[src/rtl/serial_add_pkg.sv]
// Shared types and helpers for the bit-serial mux-based adder.
package serial_add_pkg;

  // Default operand/result width.
  localparam int unsigned DEFAULT_WIDTH = 8;

  // Controller states: waiting for a request, or shifting bits through the cell.
  typedef enum logic {
    IDLE = 1'b0,
    RUN  = 1'b1
  } state_t;

  // Ceiling log2 with a floor of 1 so the counter never collapses to zero bits.
  function automatic int unsigned clog2_safe(input int unsigned n);
    int unsigned r;
    r = 0;
    for (int unsigned v = n - 1; v > 0; v = v >> 1) begin
      r = r + 1;
    end
    return (r < 1) ? 1 : r;
  endfunction

endpackage

[src/rtl/mux_full_add.sv]
// One-bit full adder expressed purely as 2:1 mux selections.
module mux_full_add (
  input  logic a,
  input  logic b,
  input  logic c,
  output logic s,
  output logic co
);

  logic bxc;

  // b^c as a mux on b, then the sum as a mux on a choosing xnor/xor.
  always_comb begin
    bxc = b ? ~c : c;
    s   = a ? ~bxc : bxc;
  end

  // Carry: with a=1 it is b|c, with a=0 it is b&c; both written as muxes on b.
  always_comb begin
    co = a ? (b ? 1'b1 : c) : (b ? c : 1'b0);
  end

endmodule

[src/rtl/serial_add_mux.sv]
// Bit-serial WIDTH-bit adder: LSB first, one bit per clock through a mux-built cell.
module serial_add_mux
  import serial_add_pkg::*;
#(
  parameter int unsigned WIDTH = DEFAULT_WIDTH
) (
  input  logic             clk,
  input  logic             rst,
  input  logic             start,
  input  logic [WIDTH-1:0] a,
  input  logic [WIDTH-1:0] b,
  input  logic             cin,
  output logic             busy,
  output logic             done,
  output logic [WIDTH-1:0] sum,
  output logic             cout
);

  localparam int unsigned CNT_W = clog2_safe(WIDTH);

  state_t             state;
  state_t             state_nxt;
  logic [WIDTH-1:0]   opa;
  logic [WIDTH-1:0]   opb;
  logic [WIDTH-1:0]   acc;
  logic [WIDTH-1:0]   acc_nxt;
  logic               carry;
  logic [CNT_W-1:0]   cnt;
  logic               cell_s;
  logic               cell_co;
  logic               accept_c;
  logic               last_c;
  logic               busy_nxt;
  logic               done_nxt;

  // Single bit cell, fed from the LSBs of the shifting operands and the running carry.
  mux_full_add u_cell (
    .a  (opa[0]),
    .b  (opb[0]),
    .c  (carry),
    .s  (cell_s),
    .co (cell_co)
  );

  // Request acceptance, final-bit detection and the accumulator's next value.
  always_comb begin
    accept_c = (state == IDLE) && start;
    last_c   = (state == RUN) && (cnt == CNT_W'(WIDTH - 1));
    acc_nxt  = {cell_s, acc[WIDTH-1:1]};
  end

  // State register.
  always_ff @(posedge clk or posedge rst) begin
    if (rst) begin
      state <= IDLE;
    end else begin
      state <= state_nxt;
    end
  end

  // Next-state logic: completion is the RUN to IDLE transition on the last bit.
  always_comb begin
    state_nxt = state;
    case (state)
      IDLE: if (start)  state_nxt = RUN;
      RUN:  if (last_c) state_nxt = IDLE;
      default:          state_nxt = IDLE;
    endcase
  end

  // Output decode: next values of the registered busy flag and done pulse.
  always_comb begin
    busy_nxt = 1'b0;
    done_nxt = 1'b0;
    case (state)
      IDLE: begin
        busy_nxt = start;
      end
      RUN: begin
        busy_nxt = !last_c;
        done_nxt = last_c;
      end
      default: begin
        busy_nxt = 1'b0;
        done_nxt = 1'b0;
      end
    endcase
  end

  // Registered handshake outputs and result; the result only moves at completion.
  always_ff @(posedge clk or posedge rst) begin
    if (rst) begin
      busy <= 1'b0;
      done <= 1'b0;
      sum  <= '0;
      cout <= 1'b0;
    end else begin
      busy <= busy_nxt;
      done <= done_nxt;
      if (last_c) begin
        sum  <= acc_nxt;
        cout <= cell_co;
      end
    end
  end

  // Operand capture on an accepted request, then one right shift per processed bit.
  always_ff @(posedge clk or posedge rst) begin
    if (rst) begin
      opa   <= '0;
      opb   <= '0;
      acc   <= '0;
      carry <= 1'b0;
      cnt   <= '0;
    end else if (accept_c) begin
      opa   <= a;
      opb   <= b;
      acc   <= '0;
      carry <= cin;
      cnt   <= '0;
    end else if (state == RUN) begin
      opa   <= {1'b0, opa[WIDTH-1:1]};
      opb   <= {1'b0, opb[WIDTH-1:1]};
      acc   <= acc_nxt;
      carry <= cell_co;
      cnt   <= last_c ? '0 : cnt + CNT_W'(1);
    end
  end

endmodule

[config.mk]
export PLATFORM = sky130hd
export DESIGN_NAME = serial_add_mux
export DESIGN_NICKNAME = d
export VERILOG_FILES = /design/src/rtl/serial_add_pkg.sv /design/src/rtl/mux_full_add.sv /design/src/rtl/serial_add_mux.sv
export SDC_FILE = /design/constraint.sdc
export NUM_CORES = 1
export LEC_CHECK = 0
export ABC_AREA = 1
export CORE_ASPECT_RATIO = 0.8
export CORE_MARGIN = 1.5
export CORE_UTILIZATION = 40
export CTS_BUF_LIST = sky130_fd_sc_hd__clkbuf_2 sky130_fd_sc_hd__clkbuf_4 sky130_fd_sc_hd__clkbuf_8
export DETAILED_ROUTE_END_ITERATION = 8
export PLACE_DENSITY = 0.72
export SLEW_MARGIN = 25
export SYNTH_ARGS = -nofsm -noshare
export SYNTH_HDL_FRONTEND = slang
export SYNTH_SLANG_ARGS = --single-unit
export TNS_END_PERCENT = 5
[constraint.sdc]
create_clock -name clk -period 1.4 [get_ports clk]
set_clock_uncertainty 0.1 [all_clocks]
set_input_delay 0.21 -clock clk [delete_from_list [all_inputs] [get_ports clk]]
set_output_delay 0.21 -clock clk [all_outputs]
set_load 0.05 [all_outputs]
# After elaboration in Yosys (flattened, before gate mapping)
# Cells that the tools add are included.
totals:
  ff_bits: 40
  input_bits: 20
  output_inout_bits: 11
classes:
  addsub: 1
  n_eq_ne: 1
  muxes: 21
  bitwise: 3
  reduce_logical: 4
ops:
  columns: ["op", "n"]
  rows:
  - ["8-bit 2-to-1 mux", 6]
  - ["1-bit 2-to-1 mux", 10]
  - ["3-bit 2-to-1 mux", 3]
  - ["1-bit case mux with 2 select lines", 2]
  - ["3-bit by 1-bit adder with 3-bit output, second input constant", 1]
  - ["3-bit == test, second input constant", 1]
  - ["1-bit inverter", 3]
  - ["1-bit logical AND", 2]
  - ["2-bit nonzero test", 1]
  - ["1-bit logical NOT", 1]

# Logic depth before layout (Yosys ltp)
# Gate-level depths: netlist of run 1.
logic_depth:
  ltp_word: 6
  ltp_mapped: 6

# Modules after synthesis
# From an unflattened synthesis of run 1, not the netlist that was laid out.
unflattened:
  cells_unflattened: 185
  hier_area_um2: 1652.8
by_module_without_submodules:
  columns: ["mod", "instances", "cells_each", "area_each_um2", "seq_area_each_um2"]
  rows:
  - ["serial_add_mux", 1, 172, 1586.5, 950.9]
  - ["mux_full_add", 1, 13, 66.3, 0.0]

# Least setup slack after synthesis of run 1
# No wires, ideal clock.
synth_timing:
  kind: "reg-to-reg"
  from: "register busy (netlist name)"
  to: "register sum[0]"
  arrival_time_ns: 1.269
  required_time_ns: 1.178
  path_slack_ns: -0.091
  path_stages_with_launch: 5
  path_buffers: 1
  period_less_slack_ns: 1.491
  path_cell_list: "dfrtp_1 nand2_1 buf_2 nand2_1 o21ai_1"
synth_lines:
  columns: ["element", "line_no", "source"]
  rows:
  - ["to (signal assigned)", "serial_add_mux.sv:101", "sum <= acc_nxt;"]
  - ["to (decl)", "serial_add_mux.sv:15", "output logic [WIDTH-1:0] sum,"]

# Worst setup path after layout of run 1
layout_timing:
  from: "register busy"
  to: "output busy"
layout_lines:
  columns: ["element", "line_no", "source"]
  rows:
  - ["from (decl)", "serial_add_mux.sv:13", "output logic busy,"]
  - ["from (signal assigned)", "serial_add_mux.sv:98", "busy <= busy_nxt;"]
# No word-level cell between the ends.

==> flow_metrics.py, run 1 <==
metrics = {
    "run_status": {
        "status": "completed",
    },
    "drt": {
        "wl_um": 3090,
        "drt_iter0_markers": 41,
        "ant_nets": 0,
        "wire_per_inst_um": 11.4,
        "drcViolationCount": 0,
        "dr.pass1.iters": 4,
        "vias_per_cell": 4.59,
        "vias": 1249,
    },
    "worst_setup_path": {
        "required_ns": 1.09,
        "path_cells": "buf_6 -> buf_12",
        "startpoint_type": "flip-flop",
        "worstSetupEndpointType": "primary output",
        "cp_slowest_cell": "dfrtp_2",
        "critical_path_class": "reg2out",
        "crit_fanout": 11,
        "critPathArrivalTime_ns": 1.04,
        "max_stage_delay_ns": 0.44,
    },
    "cts": {
        "post-cts-setup-buffer-count": 0,
        "cts-buffers-inserted": 5,
        "clk_pin_slew_worst_paths_ns": 0.07,
        "clock_sinks": 38,
        "tritoncts": "done",
        "root_buffer": "clkbuf_8",
        "htreeDepth": 2,
        "ctsLongestPathBuffers": 2,
        "clk_latency_ns": 0.29,
        "ctsHoldBuffers": 0,
    },
    "layout": {
        "finalNonFillerCells": 272,
        "fillerInstances": 325,
        "nets": 240,
        "layout_common_cells": "nand2_1 (72), dfrtp_1 (37), nand3_1 (20), clkdlybuf4s50_1 (19), inv_1 (17)",
        "area_growth_pct": 43.9,
        "final_common_cell": "nand2_1",
        "post-route-util_pct": 59.7,
        "drive_above_1_share_pct": 15.2,
        "antennaDiodeCount": 0,
    },
    "hold_path": {
        "min_path_type": "in2async",
    },
    "pwr": {
        "irDropWorstVdd_uv": 1270,
        "netSwitchingPower_mw": 1.92,
        "intPower_mw": 3.15,
        "p_comb_share_pct": 45.1,
        "powerDensity_mw_per_mm2": 2250,
        "p_leak_nw": 1.10,
        "swShare_pct": 37.9,
        "p_seq_share_pct": 36.1,
        "p_clk_share_pct": 18.8,
    },
    "synth": {
        "yosys.area.top_type": "dfrtp_1",
        "synth_area_mm2": 0.00157,
        "yosys-top-cells-area": "dfrtp_1 (61%), nand2_1 (17%), nand3_1 (6.4%), inv_1 (4.1%), ha_1 (3.2%)",
        "synthCells": 177,
        "yosys.area.top_type_share_pct": 60.7,
        "ys_warn_count": 0,
        "synth_fp_nets": 201,
        "yosysSeqAreaShare_pct": 60.7,
        "syn_area_per_cell_um2": 8.86,
        "synth.distinct_cells": 13,
        "synth-seq-cells": 38,
    },
    "timing": {
        "maxSlewViolCount": 0,
        "relSlewSlack_pct": 84.1,
        "rsz0062_at_grt": "false",
        "fin_crit_sh_pct": 96.6,
        "finalSetupViolCount": 0,
        "worst_slew_pin_slew_ns": 0.237,
        "layout_min_cycle_time_ns": 1.35,
        "fmax_mhz": 740,
        "hold_viol_final": 0,
    },
    "placement": {
        "dp_cells": 263,
        "portBuffers": 30,
        "gp_congestion": 0.744,
        "dpl.hpwl_um": 2090,
    },
    "floorplan": {
        "pin_count": 31,
        "start_util_pct": 41.5,
        "die-area_mm2": 0.00431,
        "core_region_area_mm2": 0.00378,
        "die_y_um": 59.0,
        "rows": 20,
        "die_width_um": 73.0,
    },
    "grt": {
        "antenna_found_initial": 0,
        "grtUsageTotal_pct": 16.8,
        "grt_max_degree": 39,
        "grt_pass1_wl_um": 5310,
        "grt_pass1_vias": 1137,
        "grt_overflow_total": 0,
    },
    "flow_run": {
        "drv_cap": 0,
    },
}
## worst max-delay path, delay by kind of cell, from the launching register on
kind | cells | cell delay [ns]
buf+inv | 2 | 0.31
flops | 1 | 0.44
## area by class of cell
type	instances	area, um^2	area share (%)
flip-flops and latches	38	952	42.2
repair buffers	38	519	23.0
inverters	18	67.6	3.00
clock inverters	1	30.0	1.33
multi-input cells	115	534	23.7
well taps	55	68.8	3.05
clock buffers	7	83.8	3.72
## cell families after synthesis
family          Yosys count  share of synthesized area [%]
compound gates           15                           5.27
fa+ha+maj                 4                           3.19
buf+inv                  24                           6.14
flops                    38                           60.7
simple gates             96                           24.7
## power groups by stage
| stage | sequential [mW] | clock [mW] | combinational, mW |
|---|---|---|---|
| after global routing | 1.88 | 1.02 | 2.50 |
| after CTS | 1.83 | 0.970 | 2.25 |
| after floorplan | 2.21 | 0 | 0.846 |
| after global placement | 1.83 | 0 | 2.19 |
| final | 1.83 | 0.953 | 2.29 |
| after detailed placement | 1.84 | 0 | 2.24 |
## stage by stage
step	area (um^2)	power [mW]	setup slack, ns	hold slack (ns)	TNS [ns]
6_report	2260	5.07	0.0481	0.163	0
5_1_grt	2260	5.41	0.0151	0.205	0
4_1_cts	2230	5.05	0.00798	0.169	0
3_5_place_dp	2110	4.08	-0.000827	0.370	-0.000827
3_3_place_gp	2110	4.02	0.0486	0.358	0
2_1_floorplan	1570	3.05	0.0168	0.220	0
## timing repair
action,4_1_cts,5_1_grt
cloned,0,1
resized for setup,1,7
pin swaps,0,1
endpoints found under the hold margin,0,0
setup endpoints to repair,1,9
## synthesized netlist by cell type
cell / number
ha_1: 4
dfrtp_1: 38
clkbuf_1: 1
o22ai_1: 6
o21ai_0: 2
nand3_1: 20
nand2_1: 73
nor2_1: 2
o21ai_1: 7
buf_2: 5
inv_2: 1
inv_1: 17
nor2_2: 1
## final timing paths
kind | from | end | slack, ns | depth (start not counted)
max | busy | busy | 0.05 | 2
min | rst | sum[3] | 0.16 | 3
max reg2reg | cnt[0] | sum[7] | 0.08 | 6
min reg2reg | cnt[1] | cnt[1] | 0.38 | 2
max in group asynchronous | rst | busy | 0.83 | 3
min in group clk | a[7] | opa[7] | 0.35 | 3
## state kept, by name (all words and copies together) (netlist names)
| name | cells |
|---|---|
| acc | 7 |
| busy | 1 |
| carry | 1 |
| cnt | 3 |
| cout | 1 |
| done | 1 |
| opa | 8 |
| opb | 8 |
| sum | 8 |
## layer usage
| layer | up-vias | track usage (%) | part of all wire, % | wire [um] |
|---|---|---|---|---|
| li1 | 633 | - | - | - |
| met1 | 579 | 23.7 | 49 | 1510 |
| met2 | 30 | 23.4 | 44 | 1350 |
| met3 | 7 | 5.95 | 5.5 | 170 |
| met4 | 0 | 7.28 | 1.9 | 60 |
| met5 | - | 0 | 0 | 0 |
Power figures use the tool's default switching activity.
==> run 2: changes to the inputs <==
--- a/config.mk
+++ b/config.mk
@@ -11,7 +11,7 @@
 export CORE_UTILIZATION = 40
 export CTS_BUF_LIST = sky130_fd_sc_hd__clkbuf_2 sky130_fd_sc_hd__clkbuf_4 sky130_fd_sc_hd__clkbuf_8
 export DETAILED_ROUTE_END_ITERATION = 8
-export PLACE_DENSITY = 0.72
+export PLACE_DENSITY = 0.69
 export SLEW_MARGIN = 25
 export SYNTH_ARGS = -nofsm -noshare
 export SYNTH_HDL_FRONTEND = slang
==> constraint.sdc (replaced) <==
create_clock -name clk -period 1.29 [get_ports clk]
set_clock_uncertainty 0.1 [all_clocks]
set_input_delay 0.1935 -clock clk [delete_from_list [all_inputs] [get_ports clk]]
set_output_delay 0.1935 -clock clk [all_outputs]
set_load 0.05 [all_outputs]
==> flow_metrics.py, run 2 (same netlist as run 1, synthesis figures left out) <==
metrics = {
    "placement": {
        "dpl.hpwl_um": 2080,
        "dpl_cell_area_mm2": 0.00214,
        "portBuffers": 30,
        "gp_congestion": 0.732,
        "dp_cells": 265,
    },
    "timing": {
        "holdWs_ns": 0.145,
        "rsz0062_at_grt": "true",
        "fin_crit_sh_pct": 102,
        "layout_min_cycle_time_ns": 1.32,
        "fmax_mhz": 757,
        "finalWorstSetupSlack_ns": -0.0316,
        "maxSlewViolCount": 0,
        "worst_slew_pin_slew_ns": 0.251,
        "finalSetupViolCount": 2,
        "relSlewSlack_pct": 83.2,
        "hold_viol_final": 0,
    },
    "worst_setup_path": {
        "path_cells": "buf_6 -> buf_12",
        "critical_path_class": "reg2out",
        "crit_family": "flip-flops",
        "worstSetupEndpointType": "primary output",
        "max_stage_delay_ns": 0.45,
        "critPathArrivalTime_ns": 1.03,
        "cp_slowest_cell": "dfrtp_2",
        "startpoint_type": "flip-flop",
        "required_ns": 1.00,
        "crit_fanout": 3,
        "crit_buf_inv": 2,
    },
    "cts": {
        "tritoncts": "done",
        "clock_sinks": 38,
        "htreeDepth": 2,
        "clk_pin_slew_worst_paths_ns": 0.07,
        "ctsLongestPathBuffers": 2,
        "root_buffer": "clkbuf_8",
        "cts-buffers-inserted": 5,
        "clk_latency_ns": 0.29,
    },
    "pwr": {
        "powerDensity_mw_per_mm2": 2410,
        "irDropWorstVdd_uv": 1030,
        "p_leak_nw": 1.14,
    },
    "layout": {
        "reg_top3": "opa (8), opb (8), sum (8)",
        "nets": 247,
        "layout_common_cells": "nand2_1 (70), dfrtp_1 (37), nand3_1 (20), clkdlybuf4s50_1 (19), inv_1 (16)",
        "final_common_cell": "nand2_1",
        "antennaDiodeCount": 0,
        "drive_above_1_share_pct": 20.5,
        "postLayoutCellArea_mm2": 0.00236,
        "seq_area_um2": 952,
        "finalNonFillerCells": 279,
        "post-route-util_pct": 62.4,
        "area_growth_pct": 50.4,
        "fillerInstances": 316,
        "multi_input_area_um2": 573,
    },
    "floorplan": {
        "rows": 20,
        "pin_count": 31,
        "start_util_pct": 41.5,
        "die-area_mm2": 0.00431,
        "core_region_area_mm2": 0.00378,
        "die_width_um": 73.0,
        "die_y_um": 59.0,
    },
    "drt": {
        "drt_iter0_markers": 93,
        "wl_um": 3230,
        "vias_per_cell": 4.71,
        "vias": 1313,
        "ant_nets": 0,
        "drcViolationCount": 0,
        "wire_per_inst_um": 11.6,
        "dr.pass1.iters": 4,
    },
    "run_status": {
        "failed_checks": "setup timing",
        "status": "complete, but fails checks",
    },
    "grt": {
        "grt_overflow_total": 0,
        "grtUsageTotal_pct": 17.2,
        "grt_pass1_vias": 1236,
        "grt_pass1_wl_um": 5510,
        "grt_max_degree": 39,
        "antenna_found_initial": 0,
    },
    "flow_run": {
        "drv_cap": 0,
    },
    "hold_path": {
        "min_path_type": "in2async",
    },
}
[run 2: changes by cell type in the layout (fill, tap and decap cells not counted), moves of 2 or more]
cell	previous run	this run
buf_4	2	7
ha_1	3	1
ha_4	0	2
nand2_1	72	70
nand2_2	0	2
[run 2: worst paths after layout]
kind	from	to	slack (ns)	cells after the start
max	busy	busy	-0.03	2
min	rst	sum[1]	0.14	3
max reg2reg	cnt[1]	sum[5]	0	6
min reg2reg	opb[7]	opb[7]	0.38	2
max in group asynchronous	rst	busy	0.75	3
min in group clk	a[7]	opa[7]	0.34	3
[run 2: worst reg2reg max path: cells and delay by family, from the launching register on]
kind | cells | cell delay [ns]
flip-flops | 1 | 0.39
adder cells (fa/ha/maj) | 2 | 0.38
buffers and inverters | 1 | 0.16
AND/OR/NAND/NOR | 2 | 0.13
AO/OA/AOI/OAI | 1 | 0.07
[run 2: report_power, final]
part / internal (mW) / switching [mW]
combinational: 1.37 / 1.47
sequential: 1.67 / 0.339
clock: 0.452 / 0.393
total: 3.49 / 2.20
[run 2: final cells by class]
cell class                      instances  share of cell area, %
Clock inverter                          1                  0.212
Tap cell                               55                   2.92
Sequential cell                        38                   40.4
Timing Repair Buffer                   45                   25.5
Clock buffer                            7                   3.82
Inverter                               18                   2.86
Multi-Input combinational cell        115                   24.3
[run 2: stage by stage]
step                      setup slack, ns  TNS [ns]  power [mW]
after floorplan                   0.00315         0        3.33
after CTS                         -0.0125   -0.0194        5.52
after detailed placement           -0.117     -1.98        4.53
after global routing              -0.0511    -0.694        6.07
final                             -0.0316   -0.0347        5.69
after global placement            -0.0684     -1.04        4.45
[run 2: what timing repair did]
action                                  CTS  global route
pin swaps                                 0             4
gates cloned                              0             1
setup buffers                             4             1
hold buffers                              0             0
endpoints found under the setup margin   10            28
resized for setup                         4            10
[run 2: metal layers]
layer	part of all wire [%]	vias up	global-route usage [%]
li1	-	651	-
met1	47	619	23.5
met2	46	36	26.0
met3	5.0	7	4.25
met4	2.1	0	8.09
met5	0	-	0
